$ cat config.mk
export PLATFORM = sky130hd
export DESIGN_NAME = micro_sequencer
export DESIGN_NICKNAME = d
export VERILOG_FILES = /design/src/rtl/micro_pkg.sv /design/src/rtl/micro_next_addr.sv /design/src/rtl/micro_sequencer.sv
export SDC_FILE = /design/constraint.sdc
export NUM_CORES = 1
export LEC_CHECK = 0
export BUFFER_PORTS_ARGS = -buffer_cell sky130_fd_sc_hd__buf_2
export CAP_MARGIN = 40
export CORE_AREA = 4 4 74 76
export DETAILED_ROUTE_END_ITERATION = 10
export DIE_AREA = 0 0 78 80
export PLACE_DENSITY_LB_ADDON = 0.15
export SLEW_MARGIN = 5
export SYNTH_ARGS = -nofsm -noshare
export SYNTH_HDL_FRONTEND = slang
export SYNTH_SLANG_ARGS = --single-unit
export TNS_END_PERCENT = 50
$ cat constraint.sdc
create_clock -name clock -period 2.84 [get_ports clock]
set_clock_uncertainty 0.1 [all_clocks]
set_input_delay 0.426 -clock clock [delete_from_list [all_inputs] [get_ports clock]]
set_output_delay 0.426 -clock clock [all_outputs]
set_load 0.05 [all_outputs]
$ cat src/rtl/micro_pkg.sv
// Shared definitions for the micro-sequencer: microword layout, branch condition codes,
// sequencer states and the NOP field set.
package micro_pkg;

  localparam int HALT_BIT = 31;
  localparam int COND_LSB = 28;
  localparam int COND_W   = 3;
  localparam int ADDR_LSB = 20;
  localparam int ADDR_W   = 8;
  localparam int ALU_LSB  = 16;
  localparam int ALU_W    = 4;
  localparam int SH_LSB   = 14;
  localparam int SH_W     = 2;
  localparam int C_LSB    = 8;
  localparam int C_W      = 6;
  localparam int T_LSB    = 1;
  localparam int T_W      = 7;

  typedef logic [COND_W-1:0] cond_t;

  localparam cond_t COND_SEQ  = 3'b000;
  localparam cond_t COND_BRN  = 3'b001;
  localparam cond_t COND_BRZ  = 3'b010;
  localparam cond_t COND_JMP  = 3'b011;
  localparam cond_t COND_CALL = 3'b100;
  localparam cond_t COND_RET  = 3'b101;

  typedef enum logic [1:0] {
    ST_IDLE,
    ST_FETCH,
    ST_ISSUE,
    ST_HALT
  } state_e;

  typedef struct packed {
    logic [ALU_W-1:0] alu;
    logic [SH_W-1:0]  sh;
    logic [C_W-1:0]   c;
    logic [T_W-1:0]   t;
  } fields_t;

  localparam fields_t NOP = '0;

  typedef struct packed {
    logic              halt;
    cond_t             cond;
    logic [ADDR_W-1:0] addr;
    fields_t           f;
  } uword_t;

  function automatic uword_t decode(input logic [31:0] w);
    uword_t u;
    u.halt  = w[HALT_BIT];
    u.cond  = w[COND_LSB +: COND_W];
    u.addr  = w[ADDR_LSB +: ADDR_W];
    u.f.alu = w[ALU_LSB +: ALU_W];
    u.f.sh  = w[SH_LSB +: SH_W];
    u.f.c   = w[C_LSB +: C_W];
    u.f.t   = w[T_LSB +: T_W];
    return u;
  endfunction

endpackage

$ cat src/rtl/micro_next_addr.sv
// Next microprogram address selection from COND, flags and the return register.
// Purely combinational (zero latency); no flow control of its own.
module micro_next_addr
  import micro_pkg::*;
#(
  parameter int AW = 8
) (
  input  cond_t             cond_i,
  input  logic [ADDR_W-1:0] addr_i,
  input  logic              flag_n_i,
  input  logic              flag_z_i,
  input  logic [AW-1:0]     mpc_i,
  input  logic [AW-1:0]     ret_i,
  output logic [AW-1:0]     next_mpc_o,
  output logic              ret_we_o,
  output logic [AW-1:0]     ret_d_o
);

  logic [AW-1:0] seq_addr;
  logic [AW-1:0] jmp_addr;

  // AW-bit add wraps the top of the control store back to address 0.
  assign seq_addr = mpc_i + AW'(1);
  assign jmp_addr = AW'(addr_i);
  assign ret_d_o  = seq_addr;

  always_comb begin
    next_mpc_o = seq_addr;
    ret_we_o   = 1'b0;
    case (cond_i)
      COND_BRN: if (flag_n_i) next_mpc_o = jmp_addr;
      COND_BRZ: if (flag_z_i) next_mpc_o = jmp_addr;
      COND_JMP: next_mpc_o = jmp_addr;
      COND_CALL: begin
        next_mpc_o = jmp_addr;
        ret_we_o   = 1'b1;
      end
      COND_RET: next_mpc_o = ret_i;
      default:  next_mpc_o = seq_addr;
    endcase
  end

endmodule

$ cat src/rtl/micro_sequencer.sv
// Microprogram sequencer: fetches a microword, issues its fields to stage 3, one word per 2 cycles.
// stall freezes every register and output and masks cs_en, so no control-store data is consumed.
module micro_sequencer
  import micro_pkg::*;
#(
  parameter int AW = 8
) (
  input  logic          clock,
  input  logic          reset_n,
  input  logic          start,
  input  logic [AW-1:0] start_addr,
  input  logic          stall,
  input  logic          flag_n,
  input  logic          flag_z,
  output logic [AW-1:0] cs_addr,
  output logic          cs_en,
  input  logic [31:0]   cs_data,
  output logic [3:0]    ALU3,
  output logic [1:0]    SH3,
  output logic [5:0]    C3,
  output logic [6:0]    T3,
  output logic          valid3,
  output logic          halted
);

  state_e        state_q, state_d;
  logic [AW-1:0] mpc_q, mpc_d;
  logic [AW-1:0] ret_q, ret_d;
  logic [AW-1:0] cs_addr_q, cs_addr_d;
  logic          cs_en_q, cs_en_d;
  fields_t       fields_q, fields_d;
  logic          valid3_q, valid3_d;
  logic          halted_q, halted_d;
  logic          halt_pend_q, halt_pend_d;

  uword_t        word;
  logic [AW-1:0] nxt_mpc;
  logic          ret_we;
  logic [AW-1:0] ret_nxt;
  logic          unused_rsvd;

  assign word        = decode(cs_data);
  assign unused_rsvd = cs_data[0];

  micro_next_addr #(
    .AW(AW)
  ) u_next_addr (
    .cond_i    (word.cond),
    .addr_i    (word.addr),
    .flag_n_i  (flag_n),
    .flag_z_i  (flag_z),
    .mpc_i     (mpc_q),
    .ret_i     (ret_q),
    .next_mpc_o(nxt_mpc),
    .ret_we_o  (ret_we),
    .ret_d_o   (ret_nxt)
  );

  always_comb begin
    state_d     = state_q;
    mpc_d       = mpc_q;
    ret_d       = ret_q;
    cs_addr_d   = cs_addr_q;
    cs_en_d     = cs_en_q;
    fields_d    = fields_q;
    valid3_d    = valid3_q;
    halted_d    = halted_q;
    halt_pend_d = halt_pend_q;

    if (!stall) begin
      case (state_q)
        ST_IDLE, ST_HALT: begin
          if (start) begin
            mpc_d     = start_addr;
            cs_addr_d = start_addr;
            cs_en_d   = 1'b1;
            halted_d  = 1'b0;
            state_d   = ST_FETCH;
          end
        end
        ST_FETCH: begin
          // Flags are sampled here, together with the word they qualify.
          fields_d    = word.f;
          valid3_d    = 1'b1;
          halt_pend_d = word.halt;
          mpc_d       = nxt_mpc;
          if (ret_we) ret_d = ret_nxt;
          cs_en_d     = 1'b0;
          state_d     = ST_ISSUE;
        end
        ST_ISSUE: begin
          valid3_d = 1'b0;
          fields_d = NOP;
          if (halt_pend_q) begin
            halted_d = 1'b1;
            state_d  = ST_HALT;
          end else begin
            cs_addr_d = mpc_q;
            cs_en_d   = 1'b1;
            state_d   = ST_FETCH;
          end
        end
        default: state_d = ST_IDLE;
      endcase
    end
  end

  always_ff @(posedge clock or negedge reset_n) begin
    if (!reset_n) begin
      state_q     <= ST_IDLE;
      mpc_q       <= '0;
      ret_q       <= '0;
      cs_addr_q   <= '0;
      cs_en_q     <= 1'b0;
      fields_q    <= NOP;
      valid3_q    <= 1'b0;
      halted_q    <= 1'b0;
      halt_pend_q <= 1'b0;
    end else begin
      state_q     <= state_d;
      mpc_q       <= mpc_d;
      ret_q       <= ret_d;
      cs_addr_q   <= cs_addr_d;
      cs_en_q     <= cs_en_d;
      fields_q    <= fields_d;
      valid3_q    <= valid3_d;
      halted_q    <= halted_d;
      halt_pend_q <= halt_pend_d;
    end
  end

  assign cs_addr = cs_addr_q;
  assign cs_en   = cs_en_q & ~stall;
  assign ALU3    = fields_q.alu;
  assign SH3     = fields_q.sh;
  assign C3      = fields_q.c;
  assign T3      = fields_q.t;
  assign valid3  = valid3_q;
  assign halted  = halted_q;

endmodule

==> flow_metrics.env <==
export IMPL_synth_edf_count=0
export IMPL_synth_fa_ha_area_share_pct=2.03
export IMPL_endpoint_kind="flip-flop"
export IMPL_critPathKind="reg2reg"
export IMPL_path_delay_family="compound AO/OA/AOI/OAI gates"
export IMPL_clkTransAtPathRegs_ns=0.09
export IMPL_fin_cells=393
export IMPL_synth_warnings=0
export IMPL_wl_per_cell_um=13.3
export IMPL_cp_num_buf_inv=1
export IMPL_required_ns=2.96
export IMPL_worst_ep_arrival_time_ns=2.31
export IMPL_setup_viol=0
export IMPL_grt_max_degree=50
export IMPL_ff2ff_path_depth=6
export IMPL_cts_resized=0
export IMPL_h_tree_depth=2
export IMPL_die_h_um=80
export IMPL_worstSetupStartpointType="flip-flop"
export IMPL_synth_top_area_share_pct=49.8
export IMPL_grt_overflow=0
export IMPL_place_area_um2=2870
export IMPL_via_count=1997
export IMPL_final_nets=375
export IMPL_crit_fanout=16
export IMPL_drv_slew=0
export IMPL_cts_tree="built"
export IMPL_n_antenna_cell=0
export IMPL_post_place_cells=385
export IMPL_slew_headroom_pct=58.2
export IMPL_rsz0062_at_grt="no"
export IMPL_synth_simple_area_share_pct=18.2
export IMPL_max_stage_delay_ns=0.59
export IMPL_ys_ff_latch=49
export IMPL_max_cap_viol_count=0
export IMPL_antenna_left=0
export IMPL_drcViolationCount=0
export IMPL_drt_pass1_iter_count=4
export IMPL_post_cts_buffers=0
export IMPL_start_util_pct=52.1
export IMPL_drt_total_wl_um=5230
export IMPL_synth_mux_area_fraction_pct=6.35
export IMPL_gr_usage_all_layers_pct=18.5
export IMPL_syn2layout_area_growth_pct=21.5
export IMPL_ios=76
export IMPL_finalSetupTns_ns=0
export IMPL_crit_cells=6
export IMPL_synth_cell_types=32
export IMPL_netlist_instances=256
export IMPL_synthFlopType="dfrtp_1"
export IMPL_hold_buffers=0
export IMPL_drive_gt1_share_pct=29.4
export IMPL_postSynth_asyncResetShare_pct=100
export IMPL_finalCritPeriodShare_pct=77.1
export IMPL_drtIter0Drc=105
export IMPL_ir_worst_vdd_uv=435
export IMPL_hold_viol=0
export IMPL_cp_slowest_cell="a211oi_4"
export IMPL_grt_pass1_wl_um=9200
export IMPL_syn_cell_area_um2=2460
export IMPL_layout_commonest_cell="buf_2"
export IMPL_yosysSeqAreaShare_pct=49.8
export IMPL_synth_compound_area_share_pct=18.5
export IMPL_first_global_vias=1954
export IMPL_cts_sinks=49
export IMPL_avgSynthCellArea_um2=9.61
export IMPL_place_gp_congestion=0.741
export IMPL_period_minus_slack_ns=2.19
export IMPL_dieArea_um2=6240
export IMPL_fmax_mhz=457
export IMPL_clockRootBuffer="clkbuf_8"
export IMPL_worstPathCellList="inv_1 -> ha_1 -> or2b_1 -> a211oi_4 -> nor2_1 -> a21oi_1"
export IMPL_post_route_util_pct=63.3
export IMPL_synth_top_family_by_area="compound AO/OA/AOI/OAI gates"
export IMPL_layout_common_cells="74 x buf_2, 49 x dfrtp_1, 29 x o21ai_0, 27 x nand2_1, 26 x nor2_1"
export IMPL_synth_area_leaders="dfrtp_1 50%, o21ai_0 5.9%, nand2b_1 5.8%"
export IMPL_status="finished clean"
export IMPL_io_buffers=74
export IMPL_cts_buffers_inserted=5
export IMPL_tightest_slew_ns=0.627
export IMPL_synth_nets=306
export IMPL_synth_xor_area_share_pct=1.07
export IMPL_via_per_inst=5.08
export IMPL_antenna_found_initial=0
export IMPL_dieWidth_um=78
export IMPL_hpwl_um=3860
export IMPL_clk_latency_ns=0.30
export IMPL_power_density_nw_per_um2=1240
export IMPL_design_core_area_um2=4720
export IMPL_hold_path_class="in2async"
export IMPL_leakagePower_nw=1.42
export IMPL_clk_path_buf_depth=2
export IMPL_rows=25
export IMPL_synth_top_area_cell="dfrtp_1"
export IMPL_fin_area_um2=2990
## flip-flops by register name, indices dropped and copies added (netlist names), 2 cells and up
register	flops
ALU3	4
C3	6
SH3	2
T3	7
cs_addr	8
mpc_q	8
ret_q	8
state_q	2
## cell usage after synthesis (2+ instances only)
cell type	count
nand2_1	27
nor2_1	26
nand2b_1	23
clkbuf_1	9
a221oi_1	14
a21oi_1	14
nand3_1	4
o21a_1	3
mux2i_1	10
xnor2_1	2
a21oi_2	2
or2_2	2
ha_1	4
buf_2	4
o21ai_0	29
a22oi_1	2
dfrtp_1	49
inv_1	8
nor3_1	6
mux2_2	5
nand3b_1	2
## worst register-to-register path, cell delays in order (launching register included)
cell	delay, ns
dfrtp_1	0.41
inv_1	0.06
ha_1	0.38
or2b_1	0.33
a211oi_4	0.59
nor2_1	0.08
a21oi_1	0.16
## through the flow
| stage | total power, mW | hold WS [ns] | worst slack, ns |
|---|---|---|---|
| 6_report | 3.71 | 0.117 | 0.651 |
| 4_1_cts | 3.74 | 0.142 | 0.618 |
| 3_3_place_gp | 3.17 | 0.357 | 0.676 |
| 3_5_place_dp | 3.21 | 0.365 | 0.630 |
| 5_1_grt | 3.99 | 0.173 | 0.394 |
| 2_1_floorplan | 2.79 | 0.0304 | 0.988 |
## routing by layer
layer	share of wire, %	global-route usage, %
met2	44	29.2
met1	50	25.8
met4	1.1	4.72
met3	5.5	3.95
met5	0	0
## final cells by class
cell class                 count  area (µm²)
inverter                       8        30.0
clock inverter                 2        37.5
sequential                    49        1230
timing repair buffer          77         393
clock buffer                   6        82.6
tap                           67        83.8
multi-input combinational    184        1140
fill                         433        1730
## power by group
part	switching, mW	total, mW	leakage, nW	internal (mW)
clock	0.231	0.518	0.0574	0.286
sequential	0.228	1.26	0.585	1.03
combinational	1.34	1.93	0.775	0.590
## path summary, 6_finish.rpt
kind                                   from     endpoint  slack, ns
worst max-delay path             state_q[0]   cs_addr[6]       0.65
worst min-delay path                reset_n   cs_addr[0]       0.12
worst max register to register   state_q[0]   cs_addr[6]       0.65
worst min register to register        T3[4]        T3[4]       0.38
max in group asynchronous           reset_n     mpc_q[4]       2.09
min in group clock              cs_data[31]  halt_pend_q       0.25
## cells by family (layout without fill, tap and decap cells)
family          after synthesis  after routing
mux                          15             15
xor+xnor                      3              3
simple gates                 94             94
buf+inv                      23             93
fa+ha+maj                     4              4
flops                        49             49
compound gates               68             68
Power figures use the tool's default switching activity.
